$ cat src/rtl/proc_ctrl_pkg.sv
// Shared types for the multicycle processor control unit: opcodes, FSM states
// and ALU operation codes driven onto the datapath.
package proc_ctrl_pkg;

  typedef enum logic [2:0] {
    OP_MV   = 3'b000,
    OP_MVI  = 3'b001,
    OP_ADD  = 3'b010,
    OP_SUB  = 3'b011,
    OP_MVNZ = 3'b100,
    OP_AND  = 3'b101,
    OP_ILL6 = 3'b110,
    OP_ILL7 = 3'b111
  } opcode_t;

  typedef enum logic [1:0] {
    S_IDLE = 2'b00,
    S_T1   = 2'b01,
    S_T2   = 2'b10,
    S_T3   = 2'b11
  } state_t;

  typedef enum logic [1:0] {
    ALU_ADD = 2'b00,
    ALU_SUB = 2'b01,
    ALU_AND = 2'b10
  } alu_op_t;

  function automatic logic is_alu_op(input opcode_t op);
    return (op == OP_ADD) || (op == OP_SUB) || (op == OP_AND);
  endfunction

endpackage

$ cat src/rtl/onehot_dec.sv
// Binary register index to one-hot select vector.
module onehot_dec #(
  parameter int N  = 8,
  parameter int AW = $clog2(N)
) (
  input  logic [AW-1:0] sel,
  output logic [N-1:0]  out
);

  assign out = N'(1) << sel;

endmodule

$ cat src/rtl/proc_ctrl_unit.sv
// Multicycle control unit: latches an instruction into IR on run, then sequences
// register-file, A/G, DIN and ALU strobes over one to three execute steps.
module proc_ctrl_unit
  import proc_ctrl_pkg::*;
#(
  parameter int NUM_REGS = 8,
  parameter int OP_W     = 3,
  parameter int DATA_W   = 9
) (
  input  logic                clk,
  input  logic                rst,
  input  logic                run,
  input  logic [DATA_W-1:0]   din,
  input  logic                g_nz,
  output logic [DATA_W-1:0]   ir,
  output logic [NUM_REGS-1:0] reg_in,
  output logic [NUM_REGS-1:0] reg_out,
  output logic                a_in,
  output logic                g_in,
  output logic                g_out,
  output logic                din_out,
  output logic                ir_in,
  output logic [1:0]          alu_op,
  output logic                busy,
  output logic                done,
  output logic                illegal,
  output logic [1:0]          state
);

  localparam int REG_AW = $clog2(NUM_REGS);

  generate
    if (DATA_W != OP_W + 2 * REG_AW) begin : g_bad_data_w
      $error("proc_ctrl_unit: DATA_W must equal OP_W + 2*REG_AW");
    end
    if (NUM_REGS < 2 || NUM_REGS > 16 || (NUM_REGS & (NUM_REGS - 1)) != 0) begin : g_bad_regs
      $error("proc_ctrl_unit: NUM_REGS must be a power of 2 in 2..16");
    end
    if (OP_W != 3) begin : g_bad_op_w
      $error("proc_ctrl_unit: opcode decode assumes a 3-bit opcode field");
    end
  endgenerate

  state_t               cur;
  logic [DATA_W-1:0]    ir_q;
  opcode_t              op;
  logic [REG_AW-1:0]    rx;
  logic [REG_AW-1:0]    ry;
  logic [NUM_REGS-1:0]  rx_oh;
  logic [NUM_REGS-1:0]  ry_oh;
  alu_op_t              alu_sel;

  assign op = opcode_t'(ir_q[DATA_W-1 -: OP_W]);
  assign rx = ir_q[2*REG_AW-1 -: REG_AW];
  assign ry = ir_q[REG_AW-1:0];

  onehot_dec #(.N(NUM_REGS), .AW(REG_AW)) u_dec_rx (.sel(rx), .out(rx_oh));
  onehot_dec #(.N(NUM_REGS), .AW(REG_AW)) u_dec_ry (.sel(ry), .out(ry_oh));

  // NOTE: sequential state uses non-blocking assignments so every flop samples
  // pre-edge values regardless of statement order.
  always_ff @(posedge clk) begin
    if (rst) begin
      cur  <= S_IDLE;
      ir_q <= '0;
    end else begin
      if (ir_in) ir_q <= din;
      case (cur)
        S_IDLE:  if (run) cur <= S_T1;
        S_T1:    cur <= is_alu_op(op) ? S_T2 : S_IDLE;
        S_T2:    cur <= S_T3;
        default: cur <= S_IDLE;
      endcase
    end
  end

  // NOTE: every output gets a default before the case so no path leaves one
  // unassigned, which would infer a latch.
  always_comb begin
    reg_in  = '0;
    reg_out = '0;
    a_in    = 1'b0;
    g_in    = 1'b0;
    g_out   = 1'b0;
    din_out = 1'b0;
    ir_in   = 1'b0;
    done    = 1'b0;
    illegal = 1'b0;
    alu_sel = ALU_ADD;
    // Reset suppresses every strobe in the same cycle, aborting any write-back.
    if (!rst) begin
      case (cur)
        S_IDLE: ir_in = run;
        S_T1: begin
          case (op)
            OP_MV: begin
              reg_out = ry_oh;
              reg_in  = rx_oh;
              done    = 1'b1;
            end
            OP_MVI: begin
              din_out = 1'b1;
              reg_in  = rx_oh;
              done    = 1'b1;
            end
            OP_MVNZ: begin
              done = 1'b1;
              if (g_nz) begin
                reg_out = ry_oh;
                reg_in  = rx_oh;
              end
            end
            OP_ADD, OP_SUB, OP_AND: begin
              reg_out = rx_oh;
              a_in    = 1'b1;
            end
            default: begin
              done    = 1'b1;
              illegal = 1'b1;
            end
          endcase
        end
        S_T2: begin
          reg_out = ry_oh;
          g_in    = 1'b1;
          case (op)
            OP_SUB:  alu_sel = ALU_SUB;
            OP_AND:  alu_sel = ALU_AND;
            default: alu_sel = ALU_ADD;
          endcase
        end
        default: begin
          g_out  = 1'b1;
          reg_in = rx_oh;
          done   = 1'b1;
        end
      endcase
    end
  end

  assign alu_op = alu_sel;
  assign busy   = !rst && (cur != S_IDLE);
  assign ir     = ir_q;
  assign state  = cur;

endmodule

$ cat config.mk
export PLATFORM = sky130hd
export DESIGN_NAME = proc_ctrl_unit
export DESIGN_NICKNAME = d
export VERILOG_FILES = /design/src/rtl/proc_ctrl_pkg.sv /design/src/rtl/onehot_dec.sv /design/src/rtl/proc_ctrl_unit.sv
export SDC_FILE = /design/constraint.sdc
export NUM_CORES = 1
export LEC_CHECK = 0
export CAP_MARGIN = 20
export CORE_UTILIZATION = 47
export CTS_BUF_LIST = sky130_fd_sc_hd__clkbuf_2
export DETAILED_ROUTE_END_ITERATION = 6
export GPL_ROUTABILITY_DRIVEN = 0
export GPL_TIMING_DRIVEN = 1
export HOLD_SLACK_MARGIN = 0.15
export PLACE_DENSITY = 0.88
export SYNTH_ARGS = -nofsm -noshare
export SYNTH_HDL_FRONTEND = slang
export SYNTH_HIERARCHICAL = 1
export SYNTH_SLANG_ARGS = --single-unit
$ cat constraint.sdc
create_clock -name clk -period 2.4 [get_ports clk]
set_input_delay 0.36 -clock clk [delete_from_list [all_inputs] [get_ports clk]]
set_output_delay 0.36 -clock clk [all_outputs]
set_load 0.05 [all_outputs]
==> impl_results.md <==
- Run status: finished, final reports clean
- Core occupancy in the finished layout: 0.822
- Final-layout fill cell count: 138
- Drt first pass iters: 4
- Buffer type at the clock tree root: sky130_fd_sc_hd__clkbuf_2
- Max Clk Rate: 0.426 GHz
- Flop pwr share: 0.382
- Design internal power: 0.000339 W
- Syn Nets: 180
- GRT Residual Overflow: 0
- Per-cell via count in the routed design: 5.57
- Cell variety after synth: 29
- Total wire length after detailed routing: 3340 µm
- Post-route cell area: 1870 µm²
- Most common library cell in the layout ignoring fill and taps: sky130_fd_sc_hd__nand2_1
- Post-DP Area: 1840 µm²
- Number of remaining DRC errors: 0
- Ratio of cells with drive above 1 in the final layout: 0.301
- Area growth from synthesis to final layout: 59.4%
- Number of antenna violations at the first check in global routing: 0
- Initial detailed-routing violation count: 32
- Min cycle time layout: 2.35 ns
- Wire length the detailed router placed on met1: 1410 µm
- Mean instance size in the synthesized netlist: 7.24 µm²
- Die height: 52.0 µm
- Vias in the first global route: 1,176
- Number of setup buffers added after CTS: 0
- Post-synth EDFFs: 0
- Number of H-tree levels: 1
- # placed instances: 233
- CP startpoint kind: register
- CP max-delay cell: sky130_fd_sc_hd__dfxtp_1
- Max Clock Skew: 0.000499 ns
- Initial Util: 0.516
- Yosys Warn Count: 6
- Portion of the post-synthesis area used by sequential elements: 0.188
- Clock slew at reported path FFs: 0.10 ns
- Unrepaired setup endpoints after global routing: true
- Worst hold path type: register to register
- Row count: 17
- Setup Viol. Count Final: 0
- Antenna diode count: 0
- Routed met3 length: 156 µm
- Net load switching power: 0.000237 W
- Leakage: 0.699 nW
- Worst EP arrival: 1.99 ns
- Synthesized cell area: 1170 µm²
- Count of vias placed by the detailed router: 1,319
- IO buf count: 49
- Number of ports placed on the die boundary: 50
- DR WL met2: 1740 µm
- Power per unit of standard cell area: 308 nW/µm²
- Final HPWL from detailed placement: 2730 µm
- Floorplan die area: 2700 µm²
- Die span in x: 52.0 µm
- Post-route clock period utilization: 0.979
- Clock tree from TritonCTS: yes
- Crit-path max FO: 10
- Number of cells upsized or downsized after cts: 0
- Combinational Power Share: 0.440
- Clock network power share: 0.178
- Final Hold Vio Count: 0
- Reg2Reg Setup Slack: 0.84 ns
- Post-layout instance count excluding filler cells: 237
- Core area: 2280 µm²
- Max_cap viols: 0
- Combined area of the multi-input logic cells: 915 µm²
- Total area of sequential cells: 220 µm²
- NumNets Final: 228
- Data required time at the worst endpoint: 2.04 ns
- WS Path Type: register to output pin
- Cts bufs inserted: 3
- Gate count of the mapped netlist: 162
- Fraction of power spent switching nets: 0.411
- CTS Sinks: 11
- Global-route wire length before repair: 5460 µm
- Max-slew violation count: 0
- Peak supply drop: 0.363 mV
- Type of element capturing the critical path: output pin
- Synthesis-stage register bit count: 11
- Clock insertion delay at the later pin of the skew report: 0.24 ns
- Highest metal layer used by the detailed router: met4
- Stage delay of the slowest cell on the critical path: 0.48 ns
- Maximum number of pins on one net before global-route repair: 18
- Global-route usage over all layers: 0.265
- Sum Neg Setup Slack: 0 ns
- Highest-count cells in the layout ignoring fill and taps: 30 x sky130_fd_sc_hd__nand2_1, 23 x sky130_fd_sc_hd__clkdlybuf4s50_1, 18 x sky130_fd_sc_hd__buf_12, 12 x sky130_fd_sc_hd__nand2b_1
- Maximum buffer depth of the clock tree: 2
- Cell-by-cell trace of the critical path: nor3b_1, nand2b_1, o2bb2ai_1, o21ai_2, a21oi_2, buf_12
- Kind of cell adding the most delay to the critical path: simple AND/OR/NAND/NOR gates
- Async set-reset flop share out of synthesis: 0
- Routed WL per cell: 14.1 µm
- Actual slew at the worst max-slew pin: 0.526 ns
- Critical path buffers and inverters: 1
- Number of nets with antenna violations after routing: 0
- Number of buffers inserted for hold repair after clock tree synthesis: 0
- Synth Flop Type: sky130_fd_sc_hd__dfxtp_1
- Rel. slew slack: 0.649
==> power groups by stage <==
stage	clock [W]	combinational [W]	sequential, W
after floorplan	0	0.000128	0.000256
after global placement	0	0.000243	0.000222
after detailed placement	0	0.000250	0.000223
after CTS	0.000104	0.000251	0.000219
after global routing	0.000114	0.000267	0.000224
final	0.000102	0.000253	0.000220
==> cell families after synthesis <==
kind of cell               synth area share
and+or+nand+nor                       0.450
AOI/OAI and AO/OA                     0.259
buffers and inverters                0.0501
DFF                                   0.188
adders and majority gates            0.0533
==> area by class of cell <==
class                           instances  area share
Multi-Input combinational cell        139       0.489
Timing Repair Buffer                   51       0.356
Sequential cell                        11       0.118
Tap cell                               28      0.0187
Clock buffer                            4      0.0107
Inverter                                4     0.00803
==> worst reg2reg max path, delay by kind of cell, from the launching register on <==
family / cells / cell delay [ns]
simple gates: 2 / 0.29
compound gates: 2 / 0.32
buf+inv: 1 / 0.13
fa+ha+maj: 1 / 0.27
flops: 1 / 0.45
==> metrics by stage <==
stage | hold WS, ns | power [W] | setup WS [ns]
2_1_floorplan | 0.496 | 0.000384 | -0.264
3_3_place_gp | 0.551 | 0.000465 | 0.346
3_5_place_dp | 0.567 | 0.000473 | 0.275
4_1_cts | 0.586 | 0.000574 | 0.0821
5_1_grt | 0.615 | 0.000605 | -0.0535
6_report | 0.591 | 0.000576 | 0.0512
==> cells in the mapped netlist (2+ instances only) <==
cell,instances,share of area
sky130_fd_sc_hd__nor2b_1,11,0.059
sky130_fd_sc_hd__a21oi_2,9,0.067
sky130_fd_sc_hd__buf_2,2,0.0085
sky130_fd_sc_hd__a21oi_1,11,0.047
sky130_fd_sc_hd__inv_1,4,0.013
sky130_fd_sc_hd__nor3b_1,7,0.045
sky130_fd_sc_hd__and3_1,9,0.048
sky130_fd_sc_hd__and3b_2,6,0.051
sky130_fd_sc_hd__nand2_1,30,0.096
sky130_fd_sc_hd__nand2b_1,12,0.064
sky130_fd_sc_hd__buf_1,2,0.0064
sky130_fd_sc_hd__nor3_1,3,0.013
sky130_fd_sc_hd__nor2_1,9,0.029
sky130_fd_sc_hd__and3_2,3,0.019
sky130_fd_sc_hd__ha_1,5,0.053
sky130_fd_sc_hd__dfxtp_1,11,0.19
sky130_fd_sc_hd__o2bb2ai_1,8,0.060
sky130_fd_sc_hd__clkbuf_1,2,0.0064
sky130_fd_sc_hd__o21ai_2,8,0.060
==> flip-flops by register name, summed over array words and instances (netlist names) <==
name   flops
ir         9
state      2
==> per-layer routing <==
layer,up-vias,GRT usage
met3,6,0.0175
met1,611,0.337
met5,-,0
li1,656,-
met4,0,0.0766
met2,46,0.470
==> final timing paths <==
kind	from	to	depth (start not counted)
worst min-delay path	ir[3]$_SDFFE_PP0P_	ir[3]$_SDFFE_PP0P_	2
worst max register to register	state[0]$_SDFFE_PP0P_	state[0]$_SDFFE_PP0P_	6
worst max-delay path	ir[4]$_SDFFE_PP0P_	reg_out[2]	6
worst min register to register	ir[3]$_SDFFE_PP0P_	ir[3]$_SDFFE_PP0P_	2
Power figures use the tool's default switching activity.
